<file path="config.mk">
export PLATFORM = sky130hd
export DESIGN_NAME = uart_bus_master_flat
export DESIGN_NICKNAME = d
export VERILOG_FILES = /design/src/rtl/uart_bus_master_if.sv /design/src/rtl/uart_bus_master.sv /design/src/flat_wrapper.sv
export SDC_FILE = /design/constraint.sdc
export NUM_CORES = 1
export LEC_CHECK = 0
export BUFFER_PORTS_ARGS = -buffer_cell sky130_fd_sc_hd__buf_4
export CORE_ASPECT_RATIO = 1.75
export CORE_MARGIN = 8
export CORE_UTILIZATION = 35
export DETAILED_ROUTE_END_ITERATION = 10
export SETUP_SLACK_MARGIN = 0.5
export SYNTH_ARGS = -nofsm -noshare
export SYNTH_HDL_FRONTEND = slang
export SYNTH_SLANG_ARGS = --single-unit
export TNS_END_PERCENT = 10
</file>
<file path="constraint.sdc">
create_clock -name clk -period 5.9 [get_ports clk]
set_input_delay 1.18 -clock clk [delete_from_list [all_inputs] [get_ports clk]]
set_output_delay 1.18 -clock clk [all_outputs]
set_load 0.005 [all_outputs]
</file>
<file path="src/rtl/uart_bus_master_if.sv">
// Bundles the UART byte streams and the single-master data bus of uart_bus_master.
// Handshake: rx and tx bytes move on a cycle where valid && ready; tx_data is held
// while tx_valid is high. A bus transaction completes on the cycle bus_req && bus_ack.
interface uart_bus_master_if;
    logic [7:0]  rx_data;
    logic        rx_valid;
    logic        rx_ready;
    logic [7:0]  tx_data;
    logic        tx_valid;
    logic        tx_ready;
    logic        bus_req;
    logic        bus_we;
    logic [31:0] bus_addr;
    logic [31:0] bus_wdata;
    logic [31:0] bus_rdata;
    logic        bus_ack;
    logic        busy;

    modport master (
        input  rx_data, rx_valid, tx_ready, bus_rdata, bus_ack,
        output rx_ready, tx_data, tx_valid, bus_req, bus_we, bus_addr, bus_wdata, busy
    );

    modport slave (
        output rx_data, rx_valid, tx_ready, bus_rdata, bus_ack,
        input  rx_ready, tx_data, tx_valid, bus_req, bus_we, bus_addr, bus_wdata, busy
    );
endinterface

</file>
<file path="src/rtl/uart_bus_master.sv">
// UART-driven debug bus master: decodes 'W'/'R' commands from the rx byte stream,
// runs one bus transaction at a time and streams the response bytes back on tx.
module uart_bus_master #(
    parameter int         TIMEOUT  = 1024,
    parameter logic [7:0] ACK_BYTE = 8'h06,
    parameter logic [7:0] NAK_BYTE = 8'h15
) (
    input  logic                    clk,
    input  logic                    rst,
    uart_bus_master_if.master       io,
    output logic [2:0]              state_dbg
);
    localparam logic [2:0] S_IDLE  = 3'd0;
    localparam logic [2:0] S_ADDR  = 3'd1;
    localparam logic [2:0] S_WDATA = 3'd2;
    localparam logic [2:0] S_BUS   = 3'd3;
    localparam logic [2:0] S_RESP  = 3'd4;

    localparam logic [7:0] OP_WRITE = 8'h57;
    localparam logic [7:0] OP_READ  = 8'h52;
    localparam int         TW       = $clog2(TIMEOUT + 1);

    logic [2:0]    state;
    logic          is_write;
    logic [31:0]   addr;
    logic [31:0]   wdata;
    logic [1:0]    rx_cnt;
    logic [31:0]   resp_data;
    logic [2:0]    resp_cnt;
    logic [TW-1:0] tout_cnt;
    logic          rx_fire;
    logic          tx_fire;

    // Outputs decode straight from the state register so reset clears them asynchronously.
    assign io.rx_ready  = (state == S_IDLE) || (state == S_ADDR) || (state == S_WDATA);
    assign io.tx_valid  = (state == S_RESP);
    assign io.tx_data   = resp_data[31:24];
    assign io.bus_req   = (state == S_BUS);
    assign io.bus_we    = is_write;
    assign io.bus_addr  = {addr[31:2], 2'b00};
    assign io.bus_wdata = wdata;
    assign io.busy      = (state != S_IDLE);
    assign state_dbg    = state;

    assign rx_fire = io.rx_valid && io.rx_ready;
    assign tx_fire = io.tx_valid && io.tx_ready;

    always_ff @(posedge clk or posedge rst) begin
        if (rst) begin
            state     <= S_IDLE;
            is_write  <= 1'b0;
            addr      <= 32'h0;
            wdata     <= 32'h0;
            rx_cnt    <= 2'd0;
            resp_data <= 32'h0;
            resp_cnt  <= 3'd0;
            tout_cnt  <= '0;
        end else begin
            case (state)
                S_IDLE: begin
                    if (rx_fire) begin
                        if (io.rx_data == OP_WRITE || io.rx_data == OP_READ) begin
                            is_write <= (io.rx_data == OP_WRITE);
                            rx_cnt   <= 2'd0;
                            state    <= S_ADDR;
                        end else begin
                            resp_data <= {NAK_BYTE, 24'h0};
                            resp_cnt  <= 3'd1;
                            state     <= S_RESP;
                        end
                    end
                end
                S_ADDR: begin
                    if (rx_fire) begin
                        addr   <= {addr[23:0], io.rx_data};
                        rx_cnt <= rx_cnt + 2'd1;
                        if (rx_cnt == 2'd3) begin
                            tout_cnt <= '0;
                            state    <= is_write ? S_WDATA : S_BUS;
                        end
                    end
                end
                S_WDATA: begin
                    if (rx_fire) begin
                        wdata  <= {wdata[23:0], io.rx_data};
                        rx_cnt <= rx_cnt + 2'd1;
                        if (rx_cnt == 2'd3) begin
                            tout_cnt <= '0;
                            state    <= S_BUS;
                        end
                    end
                end
                S_BUS: begin
                    // tout_cnt holds the number of completed req cycles; ack wins in the last one.
                    if (io.bus_ack) begin
                        resp_data <= is_write ? {ACK_BYTE, 24'h0} : io.bus_rdata;
                        resp_cnt  <= is_write ? 3'd1 : 3'd4;
                        tout_cnt  <= '0;
                        state     <= S_RESP;
                    end else if (tout_cnt == TW'(TIMEOUT - 1)) begin
                        resp_data <= {NAK_BYTE, 24'h0};
                        resp_cnt  <= 3'd1;
                        tout_cnt  <= '0;
                        state     <= S_RESP;
                    end else begin
                        tout_cnt <= tout_cnt + TW'(1);
                    end
                end
                S_RESP: begin
                    if (tx_fire) begin
                        resp_data <= {resp_data[23:0], 8'h00};
                        resp_cnt  <= resp_cnt - 3'd1;
                        if (resp_cnt == 3'd1) begin
                            state <= S_IDLE;
                        end
                    end
                end
                default: state <= S_IDLE;
            endcase
        end
    end
endmodule

</file>
<file path="src/flat_wrapper.sv">
// flat-port wrapper written by rule: the top's interface ports become plain ports
module uart_bus_master_flat 
#(
    parameter int         TIMEOUT  = 1024,
    parameter logic [7:0] ACK_BYTE = 8'h06,
    parameter logic [7:0] NAK_BYTE = 8'h15
)
  (clk, rst, state_dbg, io_rx_data, io_rx_valid, io_tx_ready, io_bus_rdata, io_bus_ack, io_rx_ready, io_tx_data, io_tx_valid, io_bus_req, io_bus_we, io_bus_addr, io_bus_wdata, io_busy);
  uart_bus_master_if io_i ();
  input  logic clk;
  input  logic rst;
  output logic [2:0] state_dbg;
  input wire logic [$bits(io_i.rx_data)-1:0] io_rx_data;
  input wire logic [$bits(io_i.rx_valid)-1:0] io_rx_valid;
  input wire logic [$bits(io_i.tx_ready)-1:0] io_tx_ready;
  input wire logic [$bits(io_i.bus_rdata)-1:0] io_bus_rdata;
  input wire logic [$bits(io_i.bus_ack)-1:0] io_bus_ack;
  output wire logic [$bits(io_i.rx_ready)-1:0] io_rx_ready;
  output wire logic [$bits(io_i.tx_data)-1:0] io_tx_data;
  output wire logic [$bits(io_i.tx_valid)-1:0] io_tx_valid;
  output wire logic [$bits(io_i.bus_req)-1:0] io_bus_req;
  output wire logic [$bits(io_i.bus_we)-1:0] io_bus_we;
  output wire logic [$bits(io_i.bus_addr)-1:0] io_bus_addr;
  output wire logic [$bits(io_i.bus_wdata)-1:0] io_bus_wdata;
  output wire logic [$bits(io_i.busy)-1:0] io_busy;
  assign io_i.rx_data = io_rx_data;
  assign io_i.rx_valid = io_rx_valid;
  assign io_i.tx_ready = io_tx_ready;
  assign io_i.bus_rdata = io_bus_rdata;
  assign io_i.bus_ack = io_bus_ack;
  assign io_rx_ready = io_i.rx_ready;
  assign io_tx_data = io_i.tx_data;
  assign io_tx_valid = io_i.tx_valid;
  assign io_bus_req = io_i.bus_req;
  assign io_bus_we = io_i.bus_we;
  assign io_bus_addr = io_i.bus_addr;
  assign io_bus_wdata = io_i.bus_wdata;
  assign io_busy = io_i.busy;
  uart_bus_master #(.TIMEOUT(TIMEOUT), .ACK_BYTE(ACK_BYTE), .NAK_BYTE(NAK_BYTE)) u_core (.clk(clk), .rst(rst), .io(io_i), .state_dbg(state_dbg));
endmodule
</file>
==> metrics list <==
* Result of the run: finished, final reports clean
* Proportion of netlist area held by the largest area contributor: 54.1%
* Final Hold Violating Endpoints: 0
- In this run the worst setup path begins at u_core.state_dbg[0].
* Number of antenna violations at the first check in global routing: 0
- The root buffer cell chosen for the clock tree is sky130_fd_sc_hd__clkbuf_16.
- In this run the core area contains 60 standard-cell rows.
- Post-route DRC: 0
- From left edge to right edge, the die measures 110 um.
* Library cells used by synthesis: 55
- The worst setup path is launched from a flip-flop.
- Among cell families on the critical path, the largest total delay comes from buffers and inverters.
- Number of sinks on the clock net: roughly 120
* Skew-Pair Late Insertion Delay: roughly 0.40 ns
- Pin placement for this block handled approximately 130 I/O pins.
- Net count reported at finish: slightly below 600
- Reg-to-Reg End: u_core.resp_data[26]
* Number of optimization iterations in the first detailed-route pass: 6
* Cell count after synthesis: 450
- In this run the tool buffered the top-level ports with 122 buffer cells.
* Static power due to leakage: 3.36 nW
* Worst reg2reg path startpoint: u_core.state_dbg[2]
- Arrival time at the worst endpoint: 2.51 ns
* Dpl ws: 2.41 ns
- The cell area that synthesis handed to floorplanning was around 5400 um^2.
* Violation count after the first detailed-routing iteration: 149
- Number of resized instances in the post-cts repair step: 0
* Top fanout value on the critical path: 27
- Following the worst setup path forward leads to its endpoint at io_tx_valid.
- Number of buffers inserted during clock tree synthesis: 17
- Among all flip-flop cells after synthesis, the most frequent one is sky130_fd_sc_hd__dfrtp_1.
- Max IR drop VDD: ~0.22 mV
- Clock transition at the registers of the reported paths: approximately 0.050 ns
- The die covers slightly below 20,000 um^2.
* Class of the most critical hold timing path: flip-flop to flip-flop
- Top cell types by occurrence after synthesis: sky130_fd_sc_hd__dfrtp_1 (116), sky130_fd_sc_hd__mux2_2 (68), sky130_fd_sc_hd__a21oi_1 (53)
- Proportion of layout cells with a drive suffix above 1: 43.4%
- The synthesized design contains 0 enable-type register cells.
* Number of antenna cells inserted: 0
- The first global-routing pass estimated approximately 21,000 um of wire.
- Wire length per cell after detailed routing: about 18 um
* Crit path capture type: output port
* Detail Route Antenna Nets: 0
- TritonCTS built the clock tree.
- Setup slack closes at around 2.2 ns.
- Using the TritonRoute via totals, the vias-per-cell ratio works out to about 5.1.
* Flops & latches, synth: 116
- Placed wire-length estimate after detailed placement: between 9000 and 10,000 um
- Yosys printed 0 warnings.
- Global routing consumed, over all layers together, between 10% and 20% of the routing resources.
- Counting along the longest clock path gives a buffer depth of 2.
* Layout Area Growth over Synthesis: 26.4%
- The H-tree was split into 4 levels.
- STA puts the critical path data required time at roughly 4.7 ns.
- Area taken by multi-input logic gates: 2020 um^2
- Number of buffers and inverters on the critical path: 2
* CP Depth: 4
- Ranking of synthesized cells by area: sky130_fd_sc_hd__dfrtp_1 (54%), sky130_fd_sc_hd__mux2_2 (14%), sky130_fd_sc_hd__buf_4 (5.6%), sky130_fd_sc_hd__a21oi_1 (4.9%), sky130_fd_sc_hd__a22oi_1 (2.8%)
- Starting utilization of the core area: a little over a third
- Period utilization: roughly 63%
- The core region is 15,200 um^2.
- Number of cells traversed by the worst register-to-register path: 5
- Of the synthesized area, sequential elements account for a little over half.
- Placer congestion estimate: around 0.75
* Via count of the first global-routing pass: a little under 4,000
- The number of pins exceeding their max-slew limit in the final report was 0.
- Footprint of the flip-flops and latches: between 2000 and 3000 um^2
* DR vias: about 3,700
* Clock period minus worst slack: 3.69 ns
- Async set-or-reset flop fraction in the synthesized netlist: 100%
* Cell taking the most area after synthesis: sky130_fd_sc_hd__dfrtp_1
* Power per Cell Area: around 400 nW/um^2
* Most numerous cell in the Yosys netlist: sky130_fd_sc_hd__dfrtp_1
- Post-CTS repair timing setup buffer count: 0
* Actual transition at the worst max-transition pin: 0.993 ns
- Max-cap violations: 0
- Entering global routing, the biggest net connects around 70 pins.
* Final WL: about 13,000 um
* Hold_buf cts: 0
* Worst slew slack as a fraction of its limit: roughly a third
* Final setup vio count: 0
- Delay contributed by the slowest stage of the critical path: 0.66 ns
- Setup repair after global routing left no endpoint under its margin.
* FILL cells: 1,458
* Maximum operating frequency: about 270 MHz
- Global route total overflow: 0
* Worst setup slack for register-to-register paths: between 3 and 4 ns
- The critical path is of the flip-flop to output port type.
- Slowest cell on crit path: sky130_fd_sc_hd__dfrtp_1
- Measured along the y axis, the die boundary spans ~180 um.
- Max Clock Skew: about 0.0080 ns
- Traced cell by cell, the critical path runs through nor2_1 > nand2_1 > clkinv_1 > buf_4.
- In the final timing run, aggregate negative setup slack is 0 ns.
- Syn_area_per_cell: 11.9 um^2
## worst reg2reg max path, cell delays in order, from the launching register on
cell                       delay [ns]
sky130_fd_sc_hd__dfrtp_1         0.65
sky130_fd_sc_hd__nand3b_4        0.27
sky130_fd_sc_hd__or2_1           0.27
sky130_fd_sc_hd__o21ba_1         0.78
sky130_fd_sc_hd__and2_4          0.48
sky130_fd_sc_hd__mux2_4          0.33
## where the power goes
group          internal (mW)  switching (mW)  total, mW
Combinational          0.250           0.272      0.522
Sequential             0.917          0.0937       1.01
Clock                  0.767           0.380       1.15
## layer usage
metal,global-route usage [%],wire (um),vias up
met5,0,0,-
met4,5.49,218,0
met3,4.15,798,14
met2,24.2,7190,115
met1,15.2,5070,1874
li1,-,-,1746
## stage by stage
step | utilization [%] | cell area (um^2) | hold slack [ns] | std cells | power (mW)
after floorplan | - | 5370 | 0.443 | 451 | 1.41
after global placement | 40.4 | 6130 | 0.464 | 697 | 1.54
after detailed placement | 40.4 | 6130 | 0.478 | 697 | 1.55
after CTS | 44.7 | 6780 | 0.492 | 728 | 2.71
after global routing | 44.7 | 6780 | 0.512 | 728 | 2.82
final | 44.7 | 6780 | 0.486 | 728 | 2.68
## cell usage in the layout (no fill, tap or decap), types with 4 or more instances in the layout
cell,Yosys,final
sky130_fd_sc_hd__inv_6,0,6
sky130_fd_sc_hd__o21ai_0,9,9
sky130_fd_sc_hd__ha_1,4,4
sky130_fd_sc_hd__mux2_2,68,68
sky130_fd_sc_hd__dfrtp_1,116,116
sky130_fd_sc_hd__clkbuf_16,0,17
sky130_fd_sc_hd__bufinv_16,0,5
sky130_fd_sc_hd__nand2b_1,4,4
sky130_fd_sc_hd__and2_1,5,5
sky130_fd_sc_hd__nand2_1,15,15
sky130_fd_sc_hd__nand3_1,7,7
sky130_fd_sc_hd__and3_1,5,5
sky130_fd_sc_hd__a22oi_1,20,20
sky130_fd_sc_hd__nor2_1,14,13
sky130_fd_sc_hd__a31oi_1,4,4
sky130_fd_sc_hd__a21oi_1,53,53
sky130_fd_sc_hd__a22o_1,10,10
sky130_fd_sc_hd__inv_1,7,6
sky130_fd_sc_hd__buf_4,40,125
## state kept, by name (all words and copies together), names as in the netlist
| name | count |
|---|---|
| u_core.addr | 32 |
| u_core.resp_data | 32 |
| u_core.tout_cnt | 11 |
| u_core.resp_cnt | 3 |
| u_core.io.bus_we | 1 |
| u_core.rx_cnt | 2 |
| u_core.io.bus_wdata | 32 |
| u_core.state_dbg | 3 |
## how the worst min path moves through the flow
stage | startpoint | endpoint | cells after the start
finish | u_core.tout_cnt[10] | u_core.tout_cnt[10] | 1
global route | u_core.tout_cnt[5] | u_core.tout_cnt[5] | 1
global placement | u_core.tout_cnt[10] | u_core.tout_cnt[10] | 1
CTS | u_core.tout_cnt[10] | u_core.tout_cnt[10] | 1
floorplan | u_core.tout_cnt[5] | u_core.tout_cnt[5] | 1
detailed placement | u_core.tout_cnt[10] | u_core.tout_cnt[10] | 1
## logic make-up (layout without fill, tap and decap cells)
logic type / after synthesis / after routing / share of synthesized area (%)
flops: 116 / 116 / 54.1
mux: 71 / 71 / 15.0
other cells: 1 / 2 / 0.0699
xor+xnor: 1 / 1 / 0.163
buf+inv: 73 / 164 / 8.68
compound gates: 112 / 112 / 13.4
fa+ha+maj: 5 / 5 / 1.12
simple gates: 71 / 71 / 7.49
## final cells by class
cell class	count	share of cell area [%]
clock inverter	13	3.23
sequential	116	42.8
tap	186	3.43
timing repair buffer	125	13.8
inverter	8	0.480
multi-input combinational	262	29.8
clock buffer	18	6.47
No activity file was read; power rests on OpenSTA's default activity.
